===== src/rtl/log_serializer.sv =====
// Buffers one variable-length record per channel, picks the lowest-index
// pending channel, and sends its bytes MSB-first on a ready/strobe link.
//
// Ports:
//   clk, reset             clock and async active-high reset
//   ch_valid/data/len      per-channel record offer (byte 0 = MSB)
//   ch_ready               per-channel buffer empty
//   ch_inhibit             per-channel exclusion from arbitration
//   tx_ready               downstream can take a byte
//   tx_data, tx_strobe     byte out, strobe one cycle per byte
//   busy                   record transmission in progress
//   drop_count             per-channel saturating dropped-record counters
module log_serializer #(
  parameter int N_CH      = 3,
  parameter int REC_BYTES = 8,
  parameter int LEN_W     = 4,
  parameter int DROP_W    = 8
) (
  input  logic                         clk,
  input  logic                         reset,
  input  logic [N_CH-1:0]              ch_valid,
  input  logic [N_CH*REC_BYTES*8-1:0]  ch_data,
  input  logic [N_CH*LEN_W-1:0]        ch_len,
  output logic [N_CH-1:0]              ch_ready,
  input  logic [N_CH-1:0]              ch_inhibit,
  input  logic                         tx_ready,
  output logic [7:0]                   tx_data,
  output logic                         tx_strobe,
  output logic                         busy,
  output logic [N_CH*DROP_W-1:0]       drop_count
);

  localparam int REC_W = REC_BYTES * 8;
  localparam int IDX_W = (N_CH > 1) ? $clog2(N_CH) : 1;

  typedef enum logic {
    IDLE,
    SEND
  } state_t;

  state_t            state;
  logic [REC_W-1:0]  buf_data [N_CH];
  logic [LEN_W-1:0]  buf_len  [N_CH];
  logic [N_CH-1:0]   full;
  logic [DROP_W-1:0] drops    [N_CH];
  logic [REC_W-1:0]  shifter;
  logic [LEN_W-1:0]  count;

  logic [N_CH-1:0]   cap;
  logic [N_CH-1:0]   drop_ev;
  logic [LEN_W-1:0]  len_eff  [N_CH];
  logic              pick_any;
  logic [IDX_W-1:0]  pick_idx;
  logic              load;

  assign ch_ready = reset ? '0 : ~full;
  assign busy     = (state == SEND);
  assign load     = (state == IDLE) && pick_any;

  // Zero-length offers are ignored entirely: neither captured nor dropped.
  always_comb begin
    for (int i = 0; i < N_CH; i++) begin
      len_eff[i] = ch_len[i*LEN_W +: LEN_W];
      if (len_eff[i] > LEN_W'(REC_BYTES))
        len_eff[i] = LEN_W'(REC_BYTES);
      cap[i]     = ch_valid[i] && ch_ready[i]
                   && (len_eff[i] != '0);
      drop_ev[i] = ch_valid[i] && !ch_ready[i]
                   && (len_eff[i] != '0);
    end
  end

  always_comb begin
    pick_any = 1'b0;
    pick_idx = '0;
    for (int i = 0; i < N_CH; i++) begin
      if (!pick_any && full[i] && !ch_inhibit[i]) begin
        pick_any = 1'b1;
        pick_idx = IDX_W'(i);
      end
    end
  end

  always_comb begin
    for (int i = 0; i < N_CH; i++)
      drop_count[i*DROP_W +: DROP_W] = drops[i];
  end

  // Channel buffers and drop counters.
  always_ff @(posedge clk or posedge reset) begin
    if (reset) begin
      full <= '0;
      for (int i = 0; i < N_CH; i++) begin
        buf_data[i] <= '0;
        buf_len[i]  <= '0;
        drops[i]    <= '0;
      end
    end else begin
      for (int i = 0; i < N_CH; i++) begin
        if (load && (pick_idx == IDX_W'(i))) begin
          full[i] <= 1'b0;
        end else if (cap[i]) begin
          full[i]     <= 1'b1;
          buf_data[i] <= ch_data[i*REC_W +: REC_W];
          buf_len[i]  <= len_eff[i];
        end
        if (drop_ev[i] && (drops[i] != '1))
          drops[i] <= drops[i] + 1'b1;
      end
    end
  end

  // Transmit FSM; strobe is never high two cycles running, so a
  // registered downstream ready has time to drop.
  always_ff @(posedge clk or posedge reset) begin
    if (reset) begin
      state     <= IDLE;
      shifter   <= '0;
      count     <= '0;
      tx_data   <= '0;
      tx_strobe <= 1'b0;
    end else begin
      unique case (state)
        IDLE: begin
          tx_strobe <= 1'b0;
          if (pick_any) begin
            shifter <= buf_data[pick_idx];
            count   <= buf_len[pick_idx];
            state   <= SEND;
          end
        end
        SEND: begin
          if (tx_ready && !tx_strobe) begin
            tx_strobe <= 1'b1;
            tx_data   <= shifter[REC_W-1 -: 8];
            shifter   <= {shifter[REC_W-9:0], 8'h00};
            count     <= count - 1'b1;
            if (count == LEN_W'(1))
              state <= IDLE;
          end else begin
            tx_strobe <= 1'b0;
          end
        end
        default: state <= IDLE;
      endcase
    end
  end

endmodule


===== config.mk =====
export PLATFORM = sky130hd
export DESIGN_NAME = log_serializer
export DESIGN_NICKNAME = d
export VERILOG_FILES = /design/src/rtl/log_serializer.sv
export SDC_FILE = /design/constraint.sdc
export NUM_CORES = 1
export LEC_CHECK = 0
export CAP_MARGIN = 0
export CORE_ASPECT_RATIO = 1.5
export CORE_MARGIN = 2
export CORE_UTILIZATION = 33
export DETAILED_ROUTE_END_ITERATION = 8
export SLEW_MARGIN = 20
export SYNTH_ARGS = -nofsm -noshare
export SYNTH_HDL_FRONTEND = slang
export SYNTH_SLANG_ARGS = --single-unit

===== constraint.sdc =====
create_clock -name clk -period 10.38 [get_ports clk]
set_input_delay 2.076 -clock clk [delete_from_list [all_inputs] [get_ports clk]]
set_output_delay 2.076 -clock clk [all_outputs]
set_load 0.02 [all_outputs]

Word-level counts from Yosys, hierarchy flattened:

Index checks and enable logic that the tools add are counted.

* equality and inequality tests: 8
* reduce and logical (&&, ||, !) cells: 46
* muxes and demuxes: 33
* bitwise logic cells: 6
* add/sub/neg operators: 4
* $lt $le $gt $ge: 4

Operators with widths (count)
* $mux W64: 4
* $bmux W64 S2: 1
* $pmux W64 S2: 1
* $mux W4: 7
* $logic_and A1 B1 Y1: 25
* $add A8 B1 Y8 const B: 3
* $ne A8 B8 Y1 const B: 3
* $mux W1: 14
* $gt A4 B4 Y1 const B: 3
* $reduce_bool A4 Y1: 3
* $reduce_and A2 Y1: 5
* $logic_not A1 Y1: 9
* $bmux W4 S2: 1
* $pmux W4 S2: 1
* $reduce_bool A2 Y1: 3
* $eq A4 B1 Y1 const B: 1
* $not A1 Y1: 4
* $pmux W1 S2: 2
* $sub A4 B1 Y4 const B: 1
* $ge A3 B3 Y1 const B: 1
* $mux W3: 1
* $not A2 Y3: 1
* $not A3 Y3: 1
* $eq A2 B1 Y1 const B: 1
* 5 further kinds: 5

* output and inout bits: 37
* flip-flop bits (word level): 309

Depth between registers and ports, before layout:

Gate-level depths: netlist (run 1).

* depth in word-level cells: 17
* mapped depth: 7

Worst setup path before layout (run 1):

Ideal clock, no wire load.

* kind: input to output
* from: input port reset
* to: output port ch_ready[0]
* path slack: 5.762 ns
* data arrival time: 2.542 ns
* cell stages on the path: 2
* cell sequence: buf_2 > nor2_1

* longest elaborated chain between the ends: 1

Ends and longest elaborated chain
* from (decl): RTL line 20 `input logic reset,`
* $mux W3: RTL line 56 `assign ch_ready = reset ? '0 : ~full;`
* to (decl): RTL line 24 `output logic [N_CH-1:0] ch_ready,`

No other way between the ends.

Worst setup path in the final report (run 1):

* from: input port reset
* to: output port ch_ready[1]

Same word-level chain as after synthesis.

==> metrics.yaml, run 1 <==
end_kind: "primary output"
via_per_inst: 5.34
clock_skew_ns: 0.00865
vias: 10500
ctsResizeCount: 0
ioPinCount: 250
first_pass_iters: 5
multi_input_area_um2: 5450
syn_to_final_growth_pct: 29.3
gp_congestion: 0.793
portBuffers: 249
synth_top_family_by_area: "compound AO/OA/AOI/OAI gates"
max_cap_viol_count: 0
synthesis.area_um2: 13700
die_w_um: 170
final_cell_mix: "dfrtp_1, clkdlybuf4s50_1, nand2_1"
synth_compound_area_share_pct: 14.0
cts_tree: "built"
track_usage_pct: 19.5
ys_ff_latch: 309
nets: 1648
clk_pin_slew_ns: 0.05
wl_per_cell_um: 21.2
yosysTopAreaCell: "dfrtp_1"
drt-initial-drc-count: 639
cts_setup_buffers: 0
synth_seq_area_share_pct: 56.6
drv_slew: 0
final_core_util_pct: 43.1
peakVddDrop_v: 0.000133
synthCells: 1219
post-route-min-period_ns: 5.54
cts_htree_levels: 2
worstMarginPinSlew_ns: 1.09
p_per_area_nw_per_um2: 270
dieArea_um2: 43100
finalCritPeriodShare_pct: 53.3
grt_pass1_vias: 11200
synthTopCellsByArea: "dfrtp_1, mux2_2, nand2_1, a211oi_1, and3_1"
hold_buffers: 0
ys_warn_count: 0
leakagePower_nw: 7.60
clk_path_buf_depth: 3
power_w: 0.00476
netlist-cell-type-count: 48
hpwlAfterDp_mm: 27.2
max_freq_mhz: 181
arrival_ns: 3.46
root_buffer: "clkbuf_16"
cts_made_buffers: 34
drc: 0
grt_first_pass_wirelength_mm: 64.5
postSynth.asyncResetShare_pct: 100
antenna_found_initial: 0
required_ns: 8.30
finalSetupViolCount: 0
synth_mux_area_share_pct: 11.6
num_antenna_cells: 0
rsz0062_at_grt: "no"
synthDominantCellAreaShare_pct: 56.6
critical_path_class: "input port to primary output"
finalHoldViolCount: 0
holdCritPathClass: "flip-flop to flip-flop"
synth_fp_nets: 1437
grt_overflow: 0
drtAntennaViolNets: 0
clk-insertion-delay-late_ns: 0.52
synthAdderAreaFrac_pct: 0.458
slew_headroom_pct: 27.1
core-area_um2: 41000
synth_enable_flop_cells: 0
cp_max_fo: 8
start_util_pct: 33.3
row_count: 91
synth_xor_xnor_area_share_pct: 1.35
ff_latch_area_um2: 7730
finalSetupTns_ns: 0
status: "finished, final reports clean"
start_kind: "input port"
final_common_cell: "dfrtp_1"
synth.avg_cell_area_um2: 11.2
fillerInstances: 3886
cts_sinks: 309
drive_gt1_share_pct: 15.6
wirelength_mm: 41.6
grt_max_degree: 182
synthFlopType: "dfrtp_1"
die_h_um: 253
synth-simple-area-share_pct: 12.3
-- sequential cells by signal, indices dropped and copies added (netlist names) --
register    cells
buf_data      192
count           4
buf_len        12
shifter        64
busy            1
tx_data         8
drop_count     24
tx_strobe       1
full            3
-- power by group --
part | internal (W) | switching (W) | leakage [nW]
clock network | 0.000729 | 0.000494 | 0.558
logic | 0.000696 | 0.000714 | 3.19
registers | 0.00176 | 0.000368 | 3.85
total | 0.00319 | 0.00158 | 7.60
-- cells by family (layout without fill, tap and decap cells) --
kind of cell | Yosys count | after routing
XOR/XNOR | 21 | 21
flip-flops | 309 | 309
AND/OR/NAND/NOR | 350 | 350
AO/OA/AOI/OAI | 286 | 286
adder cells (fa/ha/maj) | 5 | 5
multiplexers | 141 | 141
buffers and inverters | 107 | 342
-- critical path: stages --
cell and delay, ns:
clkdlybuf4s50_1 0.40, buf_4 0.20, nor2_1 0.15, clkdlybuf4s50_1 0.62
-- metal layers --
metal | part of all wire [%] | track usage (%) | up-vias | wire length [um]
li1 | - | - | 4833 | -
met1 | 40 | 23.4 | 5262 | 16700
met2 | 52 | 35.3 | 316 | 21600
met3 | 4.8 | 3.08 | 77 | 1990
met4 | 3.1 | 6.74 | 0 | 1280
met5 | 0 | 0 | - | 0
-- final cells by class --
class | instances | area share, %
inverters | 14 | 0.319
clock buffers | 49 | 5.73
well taps | 511 | 3.62
multi-input cells | 803 | 30.9
flip-flops and latches | 309 | 43.8
repair buffers | 268 | 15.0
clock inverters | 11 | 0.659
-- metrics by stage --
| step | cell area [um2] | cells | setup slack (ns) | hold slack (ns) |
|---|---|---|---|---|
| after floorplan | 13700 | 1219 | 3.99 | 0.439 |
| after global placement | 16500 | 1905 | 4.83 | 0.458 |
| after detailed placement | 16500 | 1905 | 4.83 | 0.465 |
| after CTS | 17700 | 1965 | 4.83 | 0.479 |
| after global routing | 17700 | 1965 | 4.78 | 0.492 |
| final | 17700 | 1965 | 4.84 | 0.472 |
-- synth_stat cells (3+ instances only) --
master	instances
a211oi_1	67
buf_6	6
o41ai_1	3
buf_4	5
o22ai_1	56
nor2_1	13
xnor2_1	14
o21ai_0	81
nor3_2	3
nand2b_1	6
dfrtp_1	309
mux2_2	140
xor2_1	7
nand3_1	13
inv_1	14
nor3_1	5
ha_1	5
clkbuf_1	49
and4_1	3
buf_2	32
o2bb2ai_1	8
and3_1	70
a21oi_1	3
nand2_1	206
nand3b_1	8
o31ai_1	57
nand4_1	12
and2_1	4
-- path summary, 6_finish.rpt --
kind | from | endpoint | slack, ns | cells after the start
min in group asynchronous | reset | drop_count[14] | 2.27 | 4
worst max-delay path | reset | ch_ready[1] | 4.84 | 4
worst max register to register | full[1] | shifter[50] | 7.28 | 5
worst min register to register | buf_data[138] | buf_data[138] | 0.47 | 2
worst min-delay path | buf_data[138] | buf_data[138] | 0.47 | 2
max in group asynchronous | reset | buf_data[108] | 6.61 | 5
Power figures use the tool's default switching activity.
==> run 2: changes to the inputs <==
==> constraint.sdc (replaced) <==
create_clock -name clk -period 5.2 [get_ports clk]
set_input_delay 1.04 -clock clk [delete_from_list [all_inputs] [get_ports clk]]
set_output_delay 1.04 -clock clk [all_outputs]
set_load 0.02 [all_outputs]
==> run 2 against run 1 <==
  * Clock power rose by 110%
  * Power rose by 100%
  * Combinational power rose by 96%
  * Worst hold slack barely moved
  * Largest cell class unchanged
  * Die area did not move
  * First-iteration DRC count fell by 0.31%
  * Sequential cell count did not move
  * Sequential share of layout area fell by 0.29 points
==> metrics.yaml, run 2 (synthesized netlist as in run 1, its figures left out) <==
status: "finished, final reports clean"
rsz0062_at_grt: "no"
fillerInstances: 3961
final_cell_mix: "dfrtp_1, clkdlybuf4s50_1, nand2_1"
root_buffer: "clkbuf_16"
start_kind: "input port"
die_w_um: 170
holdCritPathClass: "flip-flop to flip-flop"
worstHoldStart: "buf_data[191]"
r2r-start: "busy"
startpoint: "reset"
finalHoldViolCount: 0
syn_to_final_growth_pct: 30.2
largest_reg_flops: 192
first_pass_iters: 4
cts_made_buffers: 34
vias: 10300
finalCritPeriodShare_pct: 66.4
antenna_found_initial: 2
cts_tree: "built"
max_freq_mhz: 290
power_w: 0.00960
cts_setup_buffers: 0
fin_hold_ws_ns: 0.473
gp_congestion: 0.821
wl_per_cell_um: 20.8
leakagePower_nw: 7.65
row_count: 91
cp_max_fo: 8
nets: 1651
portBuffers: 249
clk_path_buf_depth: 3
worstMarginPinSlew_ns: 1.07
hold_buffers: 0
clk_pin_slew_ns: 0.06
clk-insertion-delay-late_ns: 0.52
drt-initial-drc-count: 637
grt_pass1_vias: 10800
clock_skew_ns: 0.0157
finalSetupViolCount: 0
via_per_inst: 5.22
dieArea_um2: 43100
hpwlAfterDp_mm: 27.9
arrival_ns: 2.41
end_kind: "primary output"
wirelength_mm: 41.0
slew_headroom_pct: 28.4
peakVddDrop_v: 0.000329
die_h_um: 253
drv_slew: 0
ctsResizeCount: 0
start_util_pct: 33.3
drtAntennaViolNets: 0
grt_first_pass_wirelength_mm: 63.2
cts_htree_levels: 2
max_cap_viol_count: 0
track_usage_pct: 19.1
required_ns: 4.16
cts_sinks: 309
core-area_um2: 41000
ioPinCount: 250
largest-register: "buf_data"
grt_max_degree: 85
final_common_cell: "dfrtp_1"
drive_gt1_share_pct: 16.0
grt_overflow: 0
post-route-min-period_ns: 3.45
drc: 0
p_per_area_nw_per_um2: 540
critical_path_class: "input port to primary output"
-- run 2: cell count changes in the layout (fill, tap and decap cells not counted), sizes merged --
cell and delta:
clkinvlp +3, bufinv +3, diode +1, clkbuf -5, buf +3, clkinv -1
-- run 2: routing by layer --
metal	vias to the layer above	routed length [um]	global-route usage [%]	share of wire, %
met1	5101	16600	22.9	40
li1	4838	-	-	-
met3	71	1760	3.16	4.3
met2	266	21400	34.1	52
met4	2	1320	7.30	3.2
met5	-	13	0	0.032
-- run 2: final timing paths --
check | endpoint | slack [ns] | depth (start not counted)
max | ch_ready[1] | 1.75 | 4
min | buf_data[191] | 0.47 | 2
max reg2reg | shifter[39] | 2.57 | 6
min reg2reg | buf_data[191] | 0.47 | 2
max in group asynchronous | buf_data[155] | 3.04 | 4
min in group asynchronous | buf_len[9] | 1.20 | 3
-- run 2: through the flow --
step                      std cells  utilization (%)  worst slack, ns  instance area [um2]  setup TNS (ns)
after floorplan                1219                -          -0.0901                13700          -27.83
after CTS                      1968             43.4             1.75                17800               0
after global routing           1969             43.4             1.68                17800               0
after global placement         1908             40.5             1.62                16600               0
final                          1969             43.4             1.75                17800               0
after detailed placement       1908             40.5             1.56                16600               0
-- run 2: cell type report --
| type | instances | area (um2) | area share (%) |
|---|---|---|---|
| Tap cell | 511 | 639 | 3.60 |
| Clock buffer | 44 | 972 | 5.47 |
| Antenna cell | 1 | 2.50 | 0.0141 |
| Clock inverter | 16 | 213 | 1.20 |
| Multi-Input combinational cell | 803 | 5450 | 30.7 |
| Sequential cell | 309 | 7730 | 43.5 |
| Inverter | 14 | 56.3 | 0.317 |
| Timing Repair Buffer | 271 | 2710 | 15.2 |
-- run 2: worst max-delay path, cell delays in order --
cell and delay [ns]:
clkdlybuf4s50_1 0.39, buf_4 0.19, nor2_1 0.14, clkdlybuf4s50_1 0.63
-- run 2: where the power goes --
group          leakage [nW]  internal (W)  total, W  switching, W
Clock                 0.579       0.00157   0.00255      0.000985
Sequential             3.85       0.00351   0.00427      0.000761
Combinational          3.22       0.00140   0.00277       0.00137
==> run 3: changes to the inputs <==
==> constraint.sdc (replaced) <==
create_clock -name clk -period 3.2 [get_ports clk]
set_input_delay 0.64 -clock clk [delete_from_list [all_inputs] [get_ports clk]]
set_output_delay 0.64 -clock clk [all_outputs]
set_load 0.02 [all_outputs]
==> run 3 against run 2 <==
  * Highest routed layer is now met4
  * Non-clock buffer count rose by 10
  * Combinational power grew 70%
  * Cell count is 0.36% higher
  * Clock power increased by 52%
  * Largest power group unchanged
  * Sequential share of layout area is 0.20 points lower
==> metrics.yaml, run 3 (synthesized netlist as in run 1, its figures left out) <==
status: "finished, final reports clean"
drv_slew: 0
first_pass_iters: 4
final_cell_area_um2: 17900
start_util_pct: 33.3
largest_reg_flops: 192
root_buffer: "clkbuf_16"
final_common_cell: "dfrtp_1"
wl_met3_mm: 1.71
finalCritPeriodShare_pct: 86.4
fin_hold_ws_ns: 0.473
max_freq_mhz: 362
swShare_pct: 32.6
peakVddDrop_v: 0.000517
leakagePower_nw: 7.69
combPwrFrac_pct: 30.6
holdCritPathClass: "flip-flop to flip-flop"
grt_first_pass_wirelength_mm: 64.1
cts_htree_levels: 2
largest-register: "buf_data"
rsz0062_at_grt: "no"
multi_input_area_um2: 5450
hold_buffers: 0
die_h_um: 253
slew_headroom_pct: 49.2
vias: 10400
track_usage_pct: 19.3
num_antenna_cells: 0
fillerInstances: 3857
clk_path_buf_depth: 3
finalSetupViolCount: 0
required_ns: 2.56
cts_sinks: 309
portBuffers: 249
drc: 0
drtAntennaViolNets: 0
r2r_slack_ns: 1.06
syn_to_final_growth_pct: 30.8
finalHoldViolCount: 0
p_per_area_nw_per_um2: 860
post-route-min-period_ns: 2.77
grt_max_degree: 85
wl_met1_mm: 16.8
gp_congestion: 0.794
ff_latch_area_um2: 7730
core-area_um2: 41000
grt_pass1_vias: 11100
arrival_ns: 2.13
antenna_found_initial: 0
wirelength_mm: 41.2
wl_met2_mm: 21.3
cts_setup_buffers: 0
max_cap_viol_count: 0
sequentialPowerShare_pct: 44.2
drt-initial-drc-count: 558
nets: 1661
clk-insertion-delay-late_ns: 0.52
p_sw_w: 0.00501
internal-power_w: 0.0103
start_kind: "input port"
clkPwrFrac_pct: 25.2
critical_path_class: "input port to primary output"
cp_max_fo: 4
placed_area_um2: 16800
drive_gt1_share_pct: 16.3
end_kind: "primary output"
row_count: 91
die_w_um: 170
dieArea_um2: 43100
clk_pin_slew_ns: 0.05
cts_made_buffers: 34
ioPinCount: 250
grt_overflow: 0
final_core_util_pct: 43.6
hpwlAfterDp_mm: 28.2
ctsResizeCount: 0
cts_tree: "built"
wl_per_cell_um: 20.8
final_cell_mix: "dfrtp_1, clkdlybuf4s50_1, nand2_1"
worstMarginPinSlew_ns: 0.752
highest_layer: "met4"
via_per_inst: 5.28
clock_skew_ns: 0.0176
run 3: cell types whose count changed in the layout (fill, tap and decap cells not counted):
cell        delta
clkbuf_1       +2
clkbuf_16      -2
inv_6          +1
clkbuf_8       +7
buf_4          +2
clkinvlp_4     -2
diode_2        -1
buf_12         +8
clkinv_2       -4
bufinv_16      -4
run 3: power groups by stage:
stage	registers, W	clock network [W]	logic, W
2_1_floorplan	0.00668	0	0.00305
3_3_place_gp	0.00679	0	0.00464
3_5_place_dp	0.00686	0	0.00477
4_1_cts	0.00680	0.00398	0.00479
5_1_grt	0.00702	0.00412	0.00520
6_report	0.00678	0.00388	0.00470
run 3: layout make-up:
type,instances,share of cell area (%)
clock buffers,51,5.75
clock inverters,7,0.371
inverters,14,0.315
multi-input cells,803,30.5
flip-flops and latches,309,43.3
well taps,511,3.58
repair buffers,281,16.1
run 3: final timing paths:
check,endpoint,startpoint,cells past startpoint
hold / removal,buf_data[141],buf_data[141],2
min in group asynchronous,buf_data[13],reset,3
setup reg to reg,shifter[40],busy,5
hold reg to reg,buf_data[141],buf_data[141],2
setup / recovery,ch_ready[0],reset,3
max in group asynchronous,shifter[27],reset,4
run 3: routing by layer:
| metal | track usage [%] | up-vias |
|---|---|---|
| met5 | 0 | - |
| met4 | 7.01 | 0 |
| met3 | 2.83 | 70 |
| met2 | 34.2 | 286 |
| met1 | 23.6 | 5221 |
| li1 | - | 4851 |
run 3: critical path, stage by stage:
cell and delay [ns]:
clkdlybuf4s50_1 0.59, nor2_1 0.25, clkdlybuf4s50_1 0.64
run 3: metrics by stage:
stage | setup TNS, ns | setup slack [ns] | total power [W] | instances
2_1_floorplan | -522.23 | -1.69 | 0.00973 | 1219
3_5_place_dp | 0 | 0.440 | 0.0116 | 1918
3_3_place_gp | 0 | 0.416 | 0.0114 | 1918
5_1_grt | 0 | 0.411 | 0.0163 | 1976
4_1_cts | 0 | 0.451 | 0.0156 | 1976
6_report | 0 | 0.434 | 0.0154 | 1976
